## src/rtl/simultaneous_to_sequential_reg_pkg.sv

```systemverilog
// ============================================================================
// Module      : simultaneous_to_sequential_reg_pkg
// Description : State encoding and width helpers shared by the parallel-in /
//               serial-out shift register and its hold counter.
// Revision    : 1.0 - initial release
// ============================================================================
`default_nettype none

package simultaneous_to_sequential_reg_pkg;

    typedef enum logic {
        ST_IDLE  = 1'b0,
        ST_SHIFT = 1'b1
    } state_t;

    // Degenerate zero-sized parameters are treated as one.
    function automatic int notBeingZero(input int value);
        return (value <= 0) ? 1 : value;
    endfunction

    // Bits needed to hold 'value'; never less than one.
    function automatic int bitWidthCal(input int value);
        int width;
        width = 1;
        for (int i = 1; i < 31; i++) begin
            if ((value >> i) != 0) begin
                width = i + 1;
            end
        end
        return width;
    endfunction

endpackage

`default_nettype wire

```

## src/rtl/clk_distance_counter.sv

```systemverilog
// ============================================================================
// Module      : clk_distance_counter
// Description : Counts advancing cycles of the current symbol; 'wrap' flags the
//               last cycle of the hold period.
// Revision    : 1.0 - initial release
// ============================================================================
`default_nettype none

module clk_distance_counter
    import simultaneous_to_sequential_reg_pkg::*;
#(
    parameter int DISTANCE = 1
) (
    input  logic clk,
    input  logic in_ctr_Arst_n,
    input  logic clear,
    input  logic inc,
    output logic wrap
);

    localparam int c_DIST  = notBeingZero(DISTANCE);
    localparam int c_WIDTH = bitWidthCal(c_DIST - 1);

    logic [c_WIDTH-1:0] r_cnt;

    always_ff @(posedge clk or negedge in_ctr_Arst_n) begin
        if (!in_ctr_Arst_n) begin
            r_cnt <= '0;
        end else if (clear) begin
            r_cnt <= '0;
        end else if (inc) begin
            r_cnt <= r_cnt + 1'b1;
        end
    end

    assign wrap = (r_cnt == c_WIDTH'(c_DIST - 1));

endmodule

`default_nettype wire

```

## src/rtl/simultaneous_to_sequential_reg.sv

```systemverilog
// ============================================================================
// Module      : simultaneous_to_sequential_reg
// Description : Parallel-in / serial-out shift register, one symbol per hold
//               period, paced by a downstream shift-enable.
// Revision    : 1.0 - initial release
// ============================================================================
`default_nettype none

module simultaneous_to_sequential_reg
    import simultaneous_to_sequential_reg_pkg::*;
#(
    parameter int DIRECTION    = 1,
    parameter int SHIFT_LEN    = 4,
    parameter int BIT_WIDTH    = 2,
    parameter int CLK_DISTANCE = 1
) (
    input  logic                           clk,
    input  logic                           in_ctr_Arst_n,
    input  logic                           in_ctr_Srst,
    input  logic                           in_ctr_en,
    input  logic                           in_ctr_ld,
    input  logic                           in_ctr_sh_en,
    input  logic [BIT_WIDTH*SHIFT_LEN-1:0] in,
    output logic [BIT_WIDTH-1:0]           out,
    output logic                           out_valid,
    output logic                           out_last,
    output logic                           out_ready,
    output logic                           out_drop
);

    localparam int c_TOTAL   = BIT_WIDTH * SHIFT_LEN;
    localparam int c_LEN     = notBeingZero(SHIFT_LEN);
    localparam int c_SYM_W   = bitWidthCal(c_LEN - 1);
    localparam int c_PENULT  = (c_LEN > 1) ? (c_LEN - 2) : 0;

    state_t               r_state;
    state_t               w_state_next;
    logic [c_TOTAL-1:0]   r_word;
    logic [c_TOTAL-1:0]   w_word_shift;
    logic [BIT_WIDTH-1:0] r_out;
    logic [BIT_WIDTH-1:0] w_first_sym;
    logic [BIT_WIDTH-1:0] w_next_sym;
    logic [c_SYM_W-1:0]   r_sym_cnt;
    logic                 r_last;
    logic                 r_drop;
    logic                 w_shifting;
    logic                 w_dis_wrap;
    logic                 w_adv;
    logic                 w_done;
    logic                 w_ready;
    logic                 w_load;

    assign w_shifting = (r_state == ST_SHIFT);
    assign w_adv      = in_ctr_en & in_ctr_sh_en & w_shifting & w_dis_wrap;
    assign w_done     = w_adv & (r_sym_cnt == c_SYM_W'(c_LEN - 1));
    assign w_ready    = ~w_shifting | w_done;
    assign w_load     = in_ctr_en & in_ctr_ld & w_ready;

    clk_distance_counter #(
        .DISTANCE (CLK_DISTANCE)
    ) u_dis_cnt (
        .clk           (clk),
        .in_ctr_Arst_n (in_ctr_Arst_n),
        .clear         (in_ctr_Srst | w_adv | w_load),
        .inc           (in_ctr_en & in_ctr_sh_en & w_shifting),
        .wrap          (w_dis_wrap)
    );

    // The output end of the word register is the top slice or slice 0.
    generate
        if (DIRECTION > 0) begin : g_msb_first
            assign w_first_sym  = in[c_TOTAL-1 -: BIT_WIDTH];
            assign w_word_shift = r_word << BIT_WIDTH;
            assign w_next_sym   = w_word_shift[c_TOTAL-1 -: BIT_WIDTH];
        end else begin : g_lsb_first
            assign w_first_sym  = in[BIT_WIDTH-1:0];
            assign w_word_shift = r_word >> BIT_WIDTH;
            assign w_next_sym   = w_word_shift[BIT_WIDTH-1:0];
        end
    endgenerate

    always_ff @(posedge clk or negedge in_ctr_Arst_n) begin
        if (!in_ctr_Arst_n) begin
            r_state <= ST_IDLE;
        end else if (in_ctr_Srst) begin
            r_state <= ST_IDLE;
        end else begin
            r_state <= w_state_next;
        end
    end

    always_comb begin
        w_state_next = r_state;
        if (w_load) begin
            w_state_next = ST_SHIFT;
        end else if (w_done) begin
            w_state_next = ST_IDLE;
        end
    end

    always_ff @(posedge clk or negedge in_ctr_Arst_n) begin
        if (!in_ctr_Arst_n) begin
            r_word    <= '0;
            r_out     <= '0;
            r_sym_cnt <= '0;
            r_last    <= 1'b0;
            r_drop    <= 1'b0;
        end else if (in_ctr_Srst) begin
            r_word    <= '0;
            r_out     <= '0;
            r_sym_cnt <= '0;
            r_last    <= 1'b0;
            r_drop    <= 1'b0;
        end else begin
            r_drop <= in_ctr_en & in_ctr_ld & ~w_ready;
            if (w_load) begin
                r_word    <= in;
                r_out     <= w_first_sym;
                r_sym_cnt <= '0;
                r_last    <= (c_LEN == 1);
            end else if (w_done) begin
                r_last <= 1'b0;
            end else if (w_adv) begin
                r_word    <= w_word_shift;
                r_out     <= w_next_sym;
                r_sym_cnt <= r_sym_cnt + 1'b1;
                r_last    <= (r_sym_cnt == c_SYM_W'(c_PENULT));
            end
        end
    end

    assign out       = r_out;
    assign out_valid = w_shifting;
    assign out_last  = r_last;
    assign out_ready = w_ready;
    assign out_drop  = r_drop;

endmodule

`default_nettype wire
```

## config.mk

```make
export PLATFORM = sky130hd
export DESIGN_NAME = simultaneous_to_sequential_reg
export DESIGN_NICKNAME = d
export VERILOG_FILES = /design/src/rtl/simultaneous_to_sequential_reg_pkg.sv /design/src/rtl/clk_distance_counter.sv /design/src/rtl/simultaneous_to_sequential_reg.sv
export SDC_FILE = /design/constraint.sdc
export NUM_CORES = 1
export LEC_CHECK = 0
export ABC_AREA = 0
export BUFFER_PORTS_ARGS = -buffer_cell sky130_fd_sc_hd__clkbuf_2
export CAP_MARGIN = 20
export CORE_MARGIN = 2
export CORE_UTILIZATION = 30
export DETAILED_ROUTE_END_ITERATION = 7
export PLACE_DENSITY = 0.53
export SLEW_MARGIN = 20
export SYNTH_ARGS = -nofsm -noshare
export SYNTH_HDL_FRONTEND = slang
export SYNTH_SLANG_ARGS = --single-unit
```

## constraint.sdc

```tcl
create_clock -name clk -period 2.1 [get_ports clk]
set_input_delay 0.105 -clock clk [delete_from_list [all_inputs] [get_ports clk]]
set_output_delay 0.105 -clock clk [all_outputs]
set_load 0.02 [all_outputs]
```

# After elaboration in Yosys (flattened, before gate mapping)
# Cells that the tools add are included.
[op_classes]
n_addsub = 2
n_reduce_logical = 5
bitwise_logic = 13
n_mux = 22
n_eq_ne = 3
[ops]
columns = ["cell", "n"]
rows = [
  ["2-to-1 mux 6 bit", 4],
  ["2-to-1 mux 2 bit", 8],
  ["2-to-1 mux 1 bit", 10],
  ["bitwise AND 1 bit", 7],
  ["nonzero test 3 bit", 2],
  ["equality test 2 bit, second input constant", 2],
  ["nonzero test 4 bit", 1],
  ["!= test 3 x 2 -> 1 bit, second input constant", 1],
  ["NOT 1 bit", 3],
  ["bitwise OR 1 bit", 3],
  ["adder 2 x 1 -> 2 bit, second input constant", 1],
  ["AND reduction 2 bit", 1],
  ["nonzero test 2 bit", 1],
  ["adder 1 bit, second input constant", 1],
]
[word_totals]
inputBits = 14
output_inout_bits = 6
word_cells = 52
ff_bits = 14

# Depth between registers and ports, before layout
[logic_depth]
depth_word = 8
depth_mapped = 6
depth_no_buf = 5

# Modules after synthesis
# A second synthesis with hierarchy kept.
[hier_totals]
cells_unflattened = 67
hier_area_um2 = 720.7
[by_module_without_submodules]
columns = ["mod", "seq_area_each_um2", "area_per_inst_um2", "n_inst", "cells_per_inst"]
rows = [
  ["simultaneous_to_sequential_reg", 325.3, 679.4, 1, 63],
  ["clk_distance_counter", 25.0, 41.3, 1, 4],
]

# Worst setup path before layout
# Ideal clock, no wire load.
[synth_path]
path_type = "reg-to-reg"
from = "register r_sym_cnt[0]"
to = "register r_word[2]"
synth_period_minus_slack_ns = 1.503
n_path_buf = 1
setup_time_ns = 0.094
arrival_time_ns = 1.409
required_ns = 2.006
path_slack_ns = 0.597
stages_incl_launch_ff = 7
cell_sequence = "dfrtp_1 > ha_1 > and2b_1 > o221a_2 > buf_2 > nor2_1 > a211oi_1"
[synth_via]
elab_chain_len = 6
word_cells_on_any_way = 9
classes_between = "2 x eq/ne; 2 x mux; 3 x bitwise; 2 x reduce/logical"
[synth_lines]
columns = ["element", "line_no", "text"]
rows = [
  ["start: declaration", "simultaneous_to_sequential_reg.sv:43", "logic [c_SYM_W-1:0] r_sym_cnt;"],
  ["start signal: assignment", "simultaneous_to_sequential_reg.sv:126", "r_sym_cnt <= r_sym_cnt + 1'b1;"],
  ["equality test 2 bit (*)", "simultaneous_to_sequential_reg.sv:55", "assign w_done = w_adv & (r_sym_cnt == c_SYM_W'(c_LEN - 1));"],
  ["bitwise AND 1 bit (*)", "simultaneous_to_sequential_reg.sv:55", ""],
  ["bitwise OR 1 bit", "simultaneous_to_sequential_reg.sv:56", "assign w_ready = ~w_shifting | w_done;"],
  ["bitwise AND 1 bit", "simultaneous_to_sequential_reg.sv:57", "assign w_load = in_ctr_en & in_ctr_ld & w_ready;"],
  ["!= test 3 x 2 -> 1 bit (no line) (tied with other cells)", "-", ""],
  ["AND reduction 2 bit (no line) or 2-to-1 mux 6 bit (tied branches)", "-", ""],
  ["end signal: assignment", "simultaneous_to_sequential_reg.sv:117", "r_word <= in;"],
  ["end signal: assignment", "simultaneous_to_sequential_reg.sv:124", "r_word <= w_word_shift;"],
  ["end: declaration", "simultaneous_to_sequential_reg.sv:38", "logic [c_TOTAL-1:0] r_word;"],
]
# Every way passes the cells marked *; elsewhere a longest branch is shown, timed or not.
# A chain may end at the register's enable or synchronous reset.

# Worst setup path in the final report
[layout_path]
from = "register r_sym_cnt[0]"
to = "register r_out[1], in the netlist out[1]"
[layout_via]
elab_chain_len = 6
word_cells_on_any_way = 9
classes_between = "2 x eq/ne; 2 x mux; 3 x bitwise; 2 x reduce/logical"
[layout_lines]
columns = ["element", "line_no", "text"]
rows = [
  ["equality test 2 bit (*)", "simultaneous_to_sequential_reg.sv:55", ""],
  ["bitwise AND 1 bit (*)", "simultaneous_to_sequential_reg.sv:55", ""],
  ["bitwise OR 1 bit", "simultaneous_to_sequential_reg.sv:56", ""],
  ["bitwise AND 1 bit", "simultaneous_to_sequential_reg.sv:57", ""],
  ["!= test 3 x 2 -> 1 bit (no line) (tied with other cells)", "-", ""],
  ["AND reduction 2 bit (no line) or 2-to-1 mux 2 bit (tied branches)", "-", ""],
  ["end signal: assignment", "simultaneous_to_sequential_reg.sv:118", "r_out <= w_first_sym;"],
  ["end signal: assignment", "simultaneous_to_sequential_reg.sv:125", "r_out <= w_next_sym;"],
  ["end: declaration", "simultaneous_to_sequential_reg.sv:40", "logic [BIT_WIDTH-1:0] r_out;"],
]
# Marked as above.

==> results_dict.tcl <==
set metrics [dict create \
    die_h_um 52.5 \
    synth_area_um2 707 \
    powerDensity_nw_per_um2 630 \
    power.leakage_nw 0.403 \
    r2r-end "out[1]" \
    hp-start "in_ctr_sh_en" \
    final_nets 104 \
    fin_crit_sh 0.810 \
    cts_buffer_depth 2 \
    grt_pass1_wl_mm 2.33 \
    die_w_um 52.5 \
    antenna_found_initial 0 \
    rsz0062_at_grt "false" \
    vias 550 \
    synth_area_leader_cell "dfrtp_1" \
    clock-sinks 14 \
    fin_tns_setup_ps 0 \
    finalMaxSlewViolations 0 \
    vdd_drop_max_uv 264 \
    holdBufCountCts 1 \
    syn-instance-count 65 \
    fin_skew_ps 2.16 \
    worstPathMaxFanout 8 \
    use_met1 0.138 \
    syn_to_final_growth_pct 21.2 \
    synth_nets 81 \
    power_uw 540 \
    cts_tree "yes" \
    worstReg2RegStart "r_sym_cnt[0]" \
    synth_cell_types 24 \
    status "completed" \
    yosysTopAreaCellShare 0.496 \
    root_buffer "clkbuf_4" \
    rows 17 \
    cp.arrival_ps 1860 \
    place_congestion 0.743 \
    yosys_warnings 0 \
    cp_data_required_time_ps 2260 \
    cap_violations 0 \
    rrSetupSlack_ps 400 \
    ys_top_cells_by_count "dfrtp_1, nor2_1, mux2i_1, a211oi_1, inv_1" \
    synth.avg_cell_area_um2 10.9 \
    clk_latency_ps 280 \
    core-area_um2 2210 \
    dr.pass1.iters 3 \
    fmax_mhz 588 \
    ys_ff_latch 14 \
    wl_per_cell_um 12.0 \
    via_per_inst 4.82 \
    relSlewSlack 0.736 \
    dieArea_um2 2760 \
    critPathLaunchType "register" \
    synth-async-reset-ratio 1.00 \
    cts-buffers-inserted 3 \
    dpl.hpwl_um 987 \
    grtUsageMet3 0.0343 \
    synth.area.top_cells "dfrtp_1, mux2i_1, a211oi_1" \
    whs_endpoint "u_dis_cnt.r_cnt" \
    grt_util_met2 0.192 \
    cts_max_level 1 \
    first_global_vias 517 \
    drc 0 \
    r2r_cells 6 \
    synthMostInstantiatedCell "dfrtp_1" \
    postCtsSetupRepairBufs 0 \
    pin_count 20 \
    portBuffers 19 \
    yosysSeqAreaShare 0.496 \
    grt_start_max_net_pins 16 \
    grt_overflow 0 \
    antenna_cells 0 \
    cts_resized 0 \
    grt_usage 0.120 \
    crit_path_end_kind "register" \
    ys.flop_type "dfrtp_1" \
    setup_viol 0 \
    ant_nets 0 \
    period_needed_ps 1700 \
    busiest_layer "met2" \
    synth_edf_count 0 \
    finalHoldViolCount 0 \
    min-delay-path-class "in -> reg" \
    drive_gt1_frac 0.314 \
    hold_depth 2 \
    routed_wl_mm 1.37 \
    start_util 0.320 \
    clkSlewWorstSetupHoldPaths_ps 80 \
    tightest_slew_ps 397 \
    worst-setup-path-type "reg -> reg" \
    drtIter0Drc 9 \
]
-- through the flow --
stage          instances   util  hold slack [ps]  setup WS (ps)  instance area, um^2
2_1_floorplan         65      -             -191            597                  707
3_3_place_gp         110  0.373             39.1            451                  825
3_5_place_dp         110  0.373             41.2            388                  825
4_1_cts              114  0.387             37.5            383                  857
5_1_grt              114  0.387             53.2            255                  857
6_report             114  0.387             47.3            400                  857
-- registers in the layout, indices dropped and copies added, names as in the netlist --
signal	count
out_valid	1
out_last	1
u_dis_cnt.r_cnt	1
out_drop	1
r_word	6
r_sym_cnt	2
out	2
-- routing by layer --
metal / share of wire / up-vias
met5: 0 / -
met4: 0.010 / 0
met3: 0.031 / 2
met2: 0.48 / 6
met1: 0.48 / 258
li1: - / 284
-- cells in the final DEF, fill, tap and decap left out --
cell type | Yosys | final
a211oi_1 | 5 | 5
a2111oi_0 | 1 | 1
clkbuf_4 | 0 | 3
a21oi_1 | 2 | 2
ha_1 | 2 | 2
o41ai_1 | 1 | 1
nand2_1 | 3 | 3
dlygate4sd3_1 | 0 | 1
mux2i_1 | 7 | 7
nor3_1 | 2 | 2
a22oi_1 | 2 | 2
o21ai_0 | 1 | 1
o221ai_2 | 1 | 1
buf_4 | 0 | 1
a211oi_2 | 1 | 1
or3_1 | 1 | 1
a21oi_2 | 1 | 1
o221a_2 | 1 | 1
nor2_1 | 8 | 8
and2_1 | 1 | 1
nand3b_1 | 2 | 2
and2b_1 | 2 | 2
dfrtp_1 | 14 | 14
clkbuf_2 | 0 | 19
inv_1 | 4 | 4
-- layout make-up --
| type | instances | area (um^2) |
|---|---|---|
| clock buffer | 3 | 22.5 |
| fill | 238 | 1360 |
| multi-input combinational | 44 | 322 |
| sequential | 14 | 350 |
| tap | 28 | 35.0 |
| timing repair buffer | 21 | 113 |
| inverter | 4 | 15.0 |
-- cell families after synthesis --
| family | count (synthesis) | synth area share |
|---|---|---|
| flip-flops | 14 | 0.496 |
| buffers and inverters | 7 | 0.0495 |
| AND/OR/NAND/NOR | 19 | 0.133 |
| multiplexers | 7 | 0.0991 |
| AO/OA/AOI/OAI | 16 | 0.188 |
| adder cells (fa/ha/maj) | 2 | 0.0354 |
-- worst max path at each step --
| stage | start | end | slack [ps] | cells past startpoint |
|---|---|---|---|---|
| after floorplan | r_sym_cnt[0] | r_word[2] | 600 | 6 |
| after global placement | r_sym_cnt[0] | out[1] | 450 | 6 |
| after detailed placement | r_sym_cnt[0] | out[1] | 390 | 6 |
| after CTS | r_sym_cnt[0] | out[1] | 380 | 6 |
| after global routing | r_sym_cnt[0] | out[1] | 250 | 6 |
| final | r_sym_cnt[0] | out[1] | 400 | 6 |
-- worst max-delay path, cell delays in order (launching register included) --
cell,delay [ps]
dfrtp_1,400
ha_1,180
nand3b_1,100
a21oi_2,360
buf_4,240
mux2i_1,220
a211oi_2,80
-- power by group --
group	switching [mW]	internal, mW
clock	0.0881	0.0665
combinational	0.0545	0.0387
sequential	0.00887	0.283
Power figures use the tool's default switching activity.
